==> src/rtl/uart_8n1_core_if.sv <==
// +---------------------------------------------------------------------------+
// | uart_8n1_core_if : bus-side strobe/byte handshake plus the serial pins    |
// | Revision: 1.0                                                             |
// +---------------------------------------------------------------------------+
`default_nettype none

interface uart_8n1_core_if;
  logic [7:0] ser_tx;
  logic       ser_tx_we;
  logic       ser_tx_busy;
  logic       ser_tx_done;
  logic       uart_tx;
  logic       uart_rx;
  logic [7:0] rx_data;
  logic       rx_valid;
  logic       rx_err;

  modport master (
    output ser_tx, ser_tx_we, uart_rx,
    input  ser_tx_busy, ser_tx_done, uart_tx, rx_data, rx_valid, rx_err
  );

  modport slave (
    input  ser_tx, ser_tx_we, uart_rx,
    output ser_tx_busy, ser_tx_done, uart_tx, rx_data, rx_valid, rx_err
  );
endinterface

`default_nettype wire

==> src/rtl/uart_8n1_core.sv <==
// +---------------------------------------------------------------------------+
// | uart_8n1_core : 8N1 UART engine, fixed CLK_DIV clocks per bit.            |
// | Receiver built only when UART_RX_EN is defined. Revision: 1.0             |
// +---------------------------------------------------------------------------+
`default_nettype none

module uart_8n1_core #(
  parameter int CLK_DIV = 434
) (
  input  wire logic       clk,
  input  wire logic       reset,
  uart_8n1_core_if.slave  bus
);

  localparam int              CW        = $clog2(CLK_DIV);
  localparam logic [CW-1:0]   DIV_LAST  = CW'(CLK_DIV - 1);
  localparam logic [CW-1:0]   HALF_LAST = CW'(CLK_DIV / 2 - 1);

  typedef enum logic [1:0] {S_IDLE, S_START, S_DATA, S_STOP} state_t;

  state_t          tx_state, tx_state_d;
  logic [CW-1:0]   tx_cnt, tx_cnt_d;
  logic [2:0]      tx_bit, tx_bit_d;
  logic [7:0]      tx_sh, tx_sh_d;
  logic            tx_line, tx_line_d;
  logic            busy, busy_d;
  logic            done, done_d;

  always_ff @(posedge clk) begin
    if (reset) begin
      tx_state <= S_IDLE;
      tx_cnt   <= '0;
      tx_bit   <= '0;
      tx_sh    <= '0;
      tx_line  <= 1'b1;
      busy     <= 1'b0;
      done     <= 1'b0;
    end else begin
      tx_state <= tx_state_d;
      tx_cnt   <= tx_cnt_d;
      tx_bit   <= tx_bit_d;
      tx_sh    <= tx_sh_d;
      tx_line  <= tx_line_d;
      busy     <= busy_d;
      done     <= done_d;
    end
  end

  // Next values are computed here and registered above, so every pin is a flop.
  always_comb begin
    tx_state_d = tx_state;
    tx_cnt_d   = tx_cnt;
    tx_bit_d   = tx_bit;
    tx_sh_d    = tx_sh;
    tx_line_d  = tx_line;
    busy_d     = busy;
    done_d     = 1'b0;
    case (tx_state)
      S_IDLE: begin
        tx_line_d = 1'b1;
        busy_d    = 1'b0;
        if (bus.ser_tx_we) begin
          tx_sh_d    = bus.ser_tx;
          tx_cnt_d   = DIV_LAST;
          tx_line_d  = 1'b0;
          busy_d     = 1'b1;
          tx_state_d = S_START;
        end
      end
      S_START: begin
        if (tx_cnt == '0) begin
          tx_cnt_d   = DIV_LAST;
          tx_bit_d   = 3'd0;
          tx_line_d  = tx_sh[0];
          tx_state_d = S_DATA;
        end else begin
          tx_cnt_d = tx_cnt - 1'b1;
        end
      end
      S_DATA: begin
        if (tx_cnt == '0) begin
          tx_cnt_d = DIV_LAST;
          if (tx_bit == 3'd7) begin
            tx_line_d  = 1'b1;
            tx_state_d = S_STOP;
          end else begin
            tx_bit_d  = tx_bit + 3'd1;
            tx_sh_d   = tx_sh >> 1;
            tx_line_d = tx_sh[1];
          end
        end else begin
          tx_cnt_d = tx_cnt - 1'b1;
        end
      end
      S_STOP: begin
        if (tx_cnt == '0) begin
          tx_line_d  = 1'b1;
          busy_d     = 1'b0;
          done_d     = 1'b1;
          tx_state_d = S_IDLE;
        end else begin
          tx_cnt_d = tx_cnt - 1'b1;
        end
      end
      default: tx_state_d = S_IDLE;
    endcase
  end

  assign bus.uart_tx     = tx_line;
  assign bus.ser_tx_busy = busy;
  assign bus.ser_tx_done = done;

`ifdef UART_RX_EN
  logic            rx_s1, rx_s2, rx_s3;
  state_t          rx_state, rx_state_d;
  logic [CW-1:0]   rx_cnt, rx_cnt_d;
  logic [2:0]      rx_bit, rx_bit_d;
  logic [7:0]      rx_sh, rx_sh_d;
  logic [7:0]      rx_byte, rx_byte_d;
  logic            rx_vld, rx_vld_d;
  logic            rx_er, rx_er_d;

  always_ff @(posedge clk) begin
    if (reset) begin
      rx_s1    <= 1'b1;
      rx_s2    <= 1'b1;
      rx_s3    <= 1'b1;
      rx_state <= S_IDLE;
      rx_cnt   <= '0;
      rx_bit   <= '0;
      rx_sh    <= '0;
      rx_byte  <= '0;
      rx_vld   <= 1'b0;
      rx_er    <= 1'b0;
    end else begin
      rx_s1    <= bus.uart_rx;
      rx_s2    <= rx_s1;
      rx_s3    <= rx_s2;
      rx_state <= rx_state_d;
      rx_cnt   <= rx_cnt_d;
      rx_bit   <= rx_bit_d;
      rx_sh    <= rx_sh_d;
      rx_byte  <= rx_byte_d;
      rx_vld   <= rx_vld_d;
      rx_er    <= rx_er_d;
    end
  end

  // After a framing error the line must rise before the next falling edge,
  // which the edge detector in IDLE already enforces.
  always_comb begin
    rx_state_d = rx_state;
    rx_cnt_d   = rx_cnt;
    rx_bit_d   = rx_bit;
    rx_sh_d    = rx_sh;
    rx_byte_d  = rx_byte;
    rx_vld_d   = 1'b0;
    rx_er_d    = 1'b0;
    case (rx_state)
      S_IDLE: begin
        if (rx_s3 && !rx_s2) begin
          rx_cnt_d   = HALF_LAST;
          rx_state_d = S_START;
        end
      end
      S_START: begin
        if (rx_cnt == '0) begin
          if (rx_s2) begin
            rx_state_d = S_IDLE;
          end else begin
            rx_cnt_d   = DIV_LAST;
            rx_bit_d   = 3'd0;
            rx_state_d = S_DATA;
          end
        end else begin
          rx_cnt_d = rx_cnt - 1'b1;
        end
      end
      S_DATA: begin
        if (rx_cnt == '0) begin
          rx_sh_d  = {rx_s2, rx_sh[7:1]};
          rx_cnt_d = DIV_LAST;
          if (rx_bit == 3'd7) begin
            rx_state_d = S_STOP;
          end else begin
            rx_bit_d = rx_bit + 3'd1;
          end
        end else begin
          rx_cnt_d = rx_cnt - 1'b1;
        end
      end
      S_STOP: begin
        if (rx_cnt == '0) begin
          rx_state_d = S_IDLE;
          if (rx_s2) begin
            rx_byte_d = rx_sh;
            rx_vld_d  = 1'b1;
          end else begin
            rx_er_d = 1'b1;
          end
        end else begin
          rx_cnt_d = rx_cnt - 1'b1;
        end
      end
      default: rx_state_d = S_IDLE;
    endcase
  end

  assign bus.rx_data  = rx_byte;
  assign bus.rx_valid = rx_vld;
  assign bus.rx_err   = rx_er;
`else
  logic unused_rx;
  assign unused_rx    = bus.uart_rx;
  assign bus.rx_data  = 8'h00;
  assign bus.rx_valid = 1'b0;
  assign bus.rx_err   = 1'b0;
`endif

endmodule

`default_nettype wire

==> src/flat_wrapper.sv <==
// flat-port wrapper written by rule: the top's interface ports become plain ports
module uart_8n1_core_flat 
#(
  parameter int CLK_DIV = 434
)
  (clk, reset, bus_ser_tx, bus_ser_tx_we, bus_uart_rx, bus_ser_tx_busy, bus_ser_tx_done, bus_uart_tx, bus_rx_data, bus_rx_valid, bus_rx_err);
  uart_8n1_core_if bus_i ();
  input  wire logic clk;
  input  wire logic reset;
  input wire logic [$bits(bus_i.ser_tx)-1:0] bus_ser_tx;
  input wire logic [$bits(bus_i.ser_tx_we)-1:0] bus_ser_tx_we;
  input wire logic [$bits(bus_i.uart_rx)-1:0] bus_uart_rx;
  output wire logic [$bits(bus_i.ser_tx_busy)-1:0] bus_ser_tx_busy;
  output wire logic [$bits(bus_i.ser_tx_done)-1:0] bus_ser_tx_done;
  output wire logic [$bits(bus_i.uart_tx)-1:0] bus_uart_tx;
  output wire logic [$bits(bus_i.rx_data)-1:0] bus_rx_data;
  output wire logic [$bits(bus_i.rx_valid)-1:0] bus_rx_valid;
  output wire logic [$bits(bus_i.rx_err)-1:0] bus_rx_err;
  assign bus_i.ser_tx = bus_ser_tx;
  assign bus_i.ser_tx_we = bus_ser_tx_we;
  assign bus_i.uart_rx = bus_uart_rx;
  assign bus_ser_tx_busy = bus_i.ser_tx_busy;
  assign bus_ser_tx_done = bus_i.ser_tx_done;
  assign bus_uart_tx = bus_i.uart_tx;
  assign bus_rx_data = bus_i.rx_data;
  assign bus_rx_valid = bus_i.rx_valid;
  assign bus_rx_err = bus_i.rx_err;
  uart_8n1_core #(.CLK_DIV(CLK_DIV)) u_core (.clk(clk), .reset(reset), .bus(bus_i));
endmodule
==> config.mk <==
export PLATFORM = sky130hd
export DESIGN_NAME = uart_8n1_core_flat
export DESIGN_NICKNAME = d
export VERILOG_FILES = /design/src/rtl/uart_8n1_core_if.sv /design/src/rtl/uart_8n1_core.sv /design/src/flat_wrapper.sv
export SDC_FILE = /design/constraint.sdc
export NUM_CORES = 1
export LEC_CHECK = 0
export CORE_ASPECT_RATIO = 0.6
export CORE_UTILIZATION = 44
export DETAILED_ROUTE_END_ITERATION = 8
export DONT_BUFFER_PORTS = 1
export MAX_ROUTING_LAYER = met4
export SKIP_LAST_GASP = 1
export SLEW_MARGIN = 20
export SYNTH_ARGS = -nofsm -noshare
export SYNTH_HDL_FRONTEND = slang
export SYNTH_SLANG_ARGS = --single-unit
==> constraint.sdc <==
create_clock -name clk -period 5.1 [get_ports clk]
set_clock_uncertainty 0.15 [all_clocks]
set_input_delay 1.02 -clock clk [delete_from_list [all_inputs] [get_ports clk]]
set_output_delay 1.02 -clock clk [all_outputs]
set_load 0.01 [all_outputs]
==> results of run 1 <==
==> worst max-delay path by stage <==
stage / startpoint / end / slack (ns) / cells after the start
5_1_grt: u_core.tx_state[0]$_SDFFE_PP0P_ / u_core.tx_bit[1]$_SDFFE_PP0P_ / 2.45 / 6
4_1_cts: u_core.tx_state[0]$_SDFFE_PP0P_ / u_core.tx_bit[1]$_SDFFE_PP0P_ / 2.61 / 6
3_5_place_dp: u_core.tx_state[0]$_SDFFE_PP0P_ / u_core.tx_bit[1]$_SDFFE_PP0P_ / 2.63 / 6
6_report: u_core.tx_state[0]$_SDFFE_PP0P_ / u_core.tx_bit[1]$_SDFFE_PP0P_ / 2.62 / 6
2_1_floorplan: bus_ser_tx_we / u_core.tx_cnt[4]$_SDFFE_PP0P_ / 3.12 / 4
3_3_place_gp: u_core.tx_state[0]$_SDFFE_PP0P_ / u_core.tx_sh[4]$_SDFFE_PP0P_ / 2.79 / 6
==> routing by layer <==
metal  routed length (um)  global-route usage (%)  share of wire (%)  up-vias
met2                 1470                    28.9                 43       51
li1                     -                       -                  -      626
met3                  261                    4.86                7.6        2
met1                 1690                    28.4                 49      621
met5                    0                       -                  0        -
met4                    6                    2.91               0.18        0
==> synthesized netlist by cell type, drive strengths merged, types with 2 or more instances <==
cell type,number
a211oi,9
nor4b,2
o211ai,3
a21oi,17
nand3,7
a21o,2
or3,2
mux2i,9
nor4,2
and2,2
nand2,5
buf,13
inv,9
nand4,3
dfxtp,25
o21ai,5
nor3,11
or4b,2
nor2,7
nand2b,8
nor2b,3
nor3b,2
o311ai,2
ha,7
clkbuf,7
==> metrics by stage <==
step,setup slack [ns],total power [mW],hold slack (ns),instances
after global placement,2.79,0.754,0.303,214
after global routing,2.45,0.974,0.363,218
after CTS,2.61,0.893,0.332,218
after detailed placement,2.63,0.772,0.317,214
after floorplan,3.12,0.689,0.300,189
final,2.62,0.896,0.327,218
==> logic make-up after synthesis <==
kind of cell,count (synthesis),share of synthesized area (%)
adders and majority gates,7,5.61
DFF,25,32.1
AOI/OAI and AO/OA,47,21.2
muxes,9,5.77
other,1,0.240
buffers and inverters,29,10.0
and+or+nand+nor,62,25.1
==> worst max-delay path, cell delays in order (launching register included) <==
cell and delay (ns):
dfxtp_1 0.34, inv_1 0.10, ha_1 0.67, nand2b_1 0.27, a2111oi_4 0.48, nand3_1 0.16, a21oi_1 0.23
==> sequential cells by signal (all words and copies together) (netlist names) <==
register                count
u_core.bus.uart_tx          1
u_core.bus.ser_tx_done      1
u_core.tx_bit               3
u_core.tx_cnt               9
u_core.tx_state             2
u_core.tx_sh                8
u_core.bus.ser_tx_busy      1
==> power by group <==
part / leakage, nW / internal (mW) / switching (mW)
registers: 0.206 / 0.252 / 0.0699
clock network: 0.0228 / 0.0559 / 0.0639
logic: 0.342 / 0.190 / 0.264
total: 0.570 / 0.498 / 0.398
==> cell type report <==
type / instances / area, sq um / area share (%)
multi-input cells: 135 / 937 / 59.6
flip-flops and latches: 25 / 500 / 31.8
inverters: 9 / 33.8 / 2.15
clock buffers: 4 / 45.0 / 2.86
well taps: 45 / 56.3 / 3.58
==> results.toml, run 1 <==
[run_status]
status = "finished, final reports clean"

[finish]
final_net_count = 193
layout_common_cells = "dfxtp_1, a21oi_1, nor3_1, conb_1"
final_util_pct = 47.3
diodes = 0
area_growth_pct = 0.802
fill_cells = 332
fin_area_sq_um = 1570
mostFrequentLayoutCell = "dfxtp_1"
layout-drive-gt1-share_pct = 6.94

[synth]
ys_seq_area_share_pct = 32.1
synth_edf_count = 0
yosysUniqueCellTypes = 49
synth-seq-cells = 25
synth_cells = 180
yosys-top-cells-area = "dfxtp_1, mux2i_1, ha_1"
avgSynthCellArea_sq_um = 8.67
yosysWarnings = 0
synthArstFlopShare_pct = 0
yosys.area.top_type = "dfxtp_1"
synthFlopType = "dfxtp_1"
synth_top_area_share_pct = 32.1
syn-cell-area_sq_um = 1560

[sta]
layout_min_cycle_time_ns = 2.48
period_share_pct = 48.6
drv_slew = 0
setup_viol = 0
fmax_ghz = 0.404
final.setup.tns_ns = 0
tightest_slew_ns = 0.774
report.final.hold_viol_count = 0
max-slew-margin-rel_pct = 48.4
rsz0062_at_grt = "false"

[floorplan]
io_pins = 25
fp.dieW_um = 78.9
coreArea_sq_um = 3320
num_rows = 16
die_area_sq_um = 3800
start_util_pct = 47.0
die_y_um = 48.1

[drt]
routed_wl_um = 3430
first_pass_iters = 4
drt_iter0_drc = 111
num_vias = 1300
drc = 0
avgViaCountPerCell = 5.96
ant_nets = 0
routedWlPerCell_um = 15.7

[power_and_ir_drop]
ir_drop_mv = 0.251
power_density_nw_per_um2 = 570
p_leak_nw = 0.570

[worst_setup_path]
arrival_ns = 2.52
endpoint_kind = "register"
reg2reg_to = "u_core.tx_bit[1]$_SDFFE_PP0P_"
rrSetupSlack_ns = 2.62
reg2reg_from = "u_core.tx_state[0]$_SDFFE_PP0P_"
startpoint_type = "register"
worstSetupPathType = "reg -> reg"
cp_max_fo = 18
r2r_cells = 6
critPathRequiredTime_ns = 5.14

[grt]
overflow = 0
grt_pass1_vias = 1110
grt_start_max_net_pins = 25
antenna_found_initial = 0
grt_pass1_wl_um = 5510
grt.total_usage_pct = 19.9

[place]
gp_congestion = 0.907
port_buffers = 0
placed_area_sq_um = 1530
dp_hpwl_um = 2550

[clocking]
cts_tree = "yes"
cts-root-buf = "clkbuf_8"
cts_made_buffers = 3
clkTransAtPathRegs_ns = 0.09
ctsResizeCount = 0
clock-sinks = 25
post_cts_buffers = 0
ctsHoldBuffers = 0
clk_path_buf_depth = 2
worstSkewPairLatency_ns = 0.27
ctsHtreeMaxLevel = 1

[hold_path]
hold_class = "reg -> reg"
min_from = "u_core.tx_bit[2]$_SDFFE_PP0P_"
hold_depth = 2
hold_end = "u_core.tx_bit[2]$_SDFFE_PP0P_"

[run]
max-cap-violations = 0
(Power assumes the default switching activity.)
==> run 2: changes to the inputs <==
==> constraint.sdc (replaced) <==
create_clock -name clk -period 2.5 [get_ports clk]
set_clock_uncertainty 0.15 [all_clocks]
set_input_delay 0.5 -clock clk [delete_from_list [all_inputs] [get_ports clk]]
set_output_delay 0.5 -clock clk [all_outputs]
set_load 0.01 [all_outputs]
==> results.toml, run 2 (synthesized netlist as in run 1, its figures left out) <==
[run_status]
status = "finished, final reports clean"

[grt]
grt_pass1_wl_um = 5520
grt.total_usage_pct = 20.3
overflow = 0
grt_pass1_vias = 1071
grt_start_max_net_pins = 25
antenna_found_initial = 0

[drt]
avgViaCountPerCell = 5.88
drc = 0
ant_nets = 0
first_pass_iters = 4
num_vias = 1299
drt_iter0_drc = 62
routedWlPerCell_um = 15.9
routed_wl_um = 3520

[finish]
area_growth_pct = 2.33
regArea_sq_um = 500
multiInputGateArea_sq_um = 937
regMostFlops = "u_core.tx_cnt"
final_net_count = 196
layout-drive-gt1-share_pct = 9.09
mostFrequentLayoutCell = "dfxtp_1"
reg_top3 = "u_core.tx_cnt (9), u_core.tx_sh (8), u_core.tx_bit (3)"
layout_common_cells = "dfxtp_1, a21oi_1, nor3_1, conb_1"
diodes = 0
largest_reg_flops = 9
fill_cells = 345

[sta]
report.final.hold_viol_count = 0
period_share_pct = 90.8
fmax_ghz = 0.441
tightest_slew_ns = 0.654
layout_min_cycle_time_ns = 2.27
setup_viol = 0
rsz0062_at_grt = "false"
drv_slew = 0
final.setup.tns_ns = 0
max-slew-margin-rel_pct = 56.1

[floorplan]
io_pins = 25
coreArea_sq_um = 3320
num_rows = 16
fp.dieW_um = 78.9
die_area_sq_um = 3800
die_y_um = 48.1
start_util_pct = 47.0

[clocking]
ctsResizeCount = 0
cts_tree = "yes"
worstSkewPairLatency_ns = 0.27
cts-root-buf = "clkbuf_8"
ctsHoldBuffers = 0
cts_made_buffers = 3
clk_path_buf_depth = 2
ctsHtreeMaxLevel = 1
clock-sinks = 25
clkTransAtPathRegs_ns = 0.09
post_cts_buffers = 0

[hold_path]
hold_class = "in -> reg"
min_from = "reset"

[worst_setup_path]
startpoint_type = "register"
crit_start = "u_core.tx_cnt[0]$_SDFFE_PP0P_"
critPathSlowestCell = "nor4b_2"
cp_slowest_stage_delay_ns = 0.43
cp_max_fo = 8
reg2reg_from = "u_core.tx_cnt[0]$_SDFFE_PP0P_"
arrival_ns = 2.27
worstSetupPathType = "reg -> reg"
endpoint_kind = "register"
path_cells = "inv_1 > ha_1 > nor4b_2 > a31o_2 > and2_0 > a211oi_1"
critPathRequiredTime_ns = 2.50

[power_and_ir_drop]
p_leak_nw = 0.588
ir_drop_mv = 0.410
finalPower_mw = 1.86
power_density_nw_per_um2 = 1160

[run]
max-cap-violations = 0

[place]
dp_hpwl_um = 2630
port_buffers = 0
gp_congestion = 0.909
run 2: cell types whose count changed in the layout (fill, tap and decap cells not counted):
| cell | previous run | this run |
|---|---|---|
| buf_4 | 0 | 3 |
| clkbuf_1 | 1 | 0 |
| clkinv_2 | 0 | 1 |
run 2: area by class of cell:
| class | count | area share [%] |
|---|---|---|
| tap | 45 | 3.53 |
| timing repair buffer | 3 | 1.41 |
| multi-input combinational | 135 | 58.7 |
| sequential | 25 | 31.3 |
| inverter | 9 | 2.12 |
| clock buffer | 3 | 2.59 |
| clock inverter | 1 | 0.313 |
run 2: worst max-delay path: cells and delay by family, from the launching register on:
family,cells,cell delay [ns]
adder cells (fa/ha/maj),1,0.30
AND/OR/NAND/NOR,2,0.81
flip-flops,1,0.35
buffers and inverters,1,0.06
AO/OA/AOI/OAI,2,0.47
run 2: worst paths after layout:
kind,depth (start not counted),endpoint,slack [ns]
worst min-delay path,1,u_core.tx_bit[0]$_SDFFE_PP0P_,0.13
worst min register to register,2,u_core.tx_bit[2]$_SDFFE_PP0P_,0.33
worst max register to register,6,u_core.tx_sh[6]$_SDFFE_PP0P_,0.23
worst max-delay path,6,u_core.tx_sh[6]$_SDFFE_PP0P_,0.23
run 2: power by group:
group | internal, mW | leakage (nW) | total [mW] | switching [mW]
clock | 0.112 | 0.0255 | 0.248 | 0.136
sequential | 0.514 | 0.206 | 0.654 | 0.141
combinational | 0.405 | 0.357 | 0.956 | 0.551
total | 1.03 | 0.588 | 1.86 | 0.828
run 2: per-stage QoR:
stage / setup slack [ns] / hold WS [ns] / area, sq um / instances / utilization, %
floorplan: 0.593 / 0.300 / 1590 / 189 / -
global placement: 0.405 / 0.303 / 1550 / 217 / 46.6
detailed placement: 0.299 / 0.314 / 1550 / 217 / 46.6
CTS: 0.275 / 0.126 / 1600 / 221 / 48.0
global route: 0.104 / 0.119 / 1600 / 221 / 48.0
finish: 0.230 / 0.133 / 1600 / 221 / 48.0
run 2: metal layers:
layer / routed length (um) / track usage, % / vias up
met4: 6 / 2.18 / 0
li1: - / - / 632
met3: 228 / 5.61 / 2
met5: 0 / - / -
met2: 1490 / 29.2 / 46
met1: 1790 / 28.9 / 619
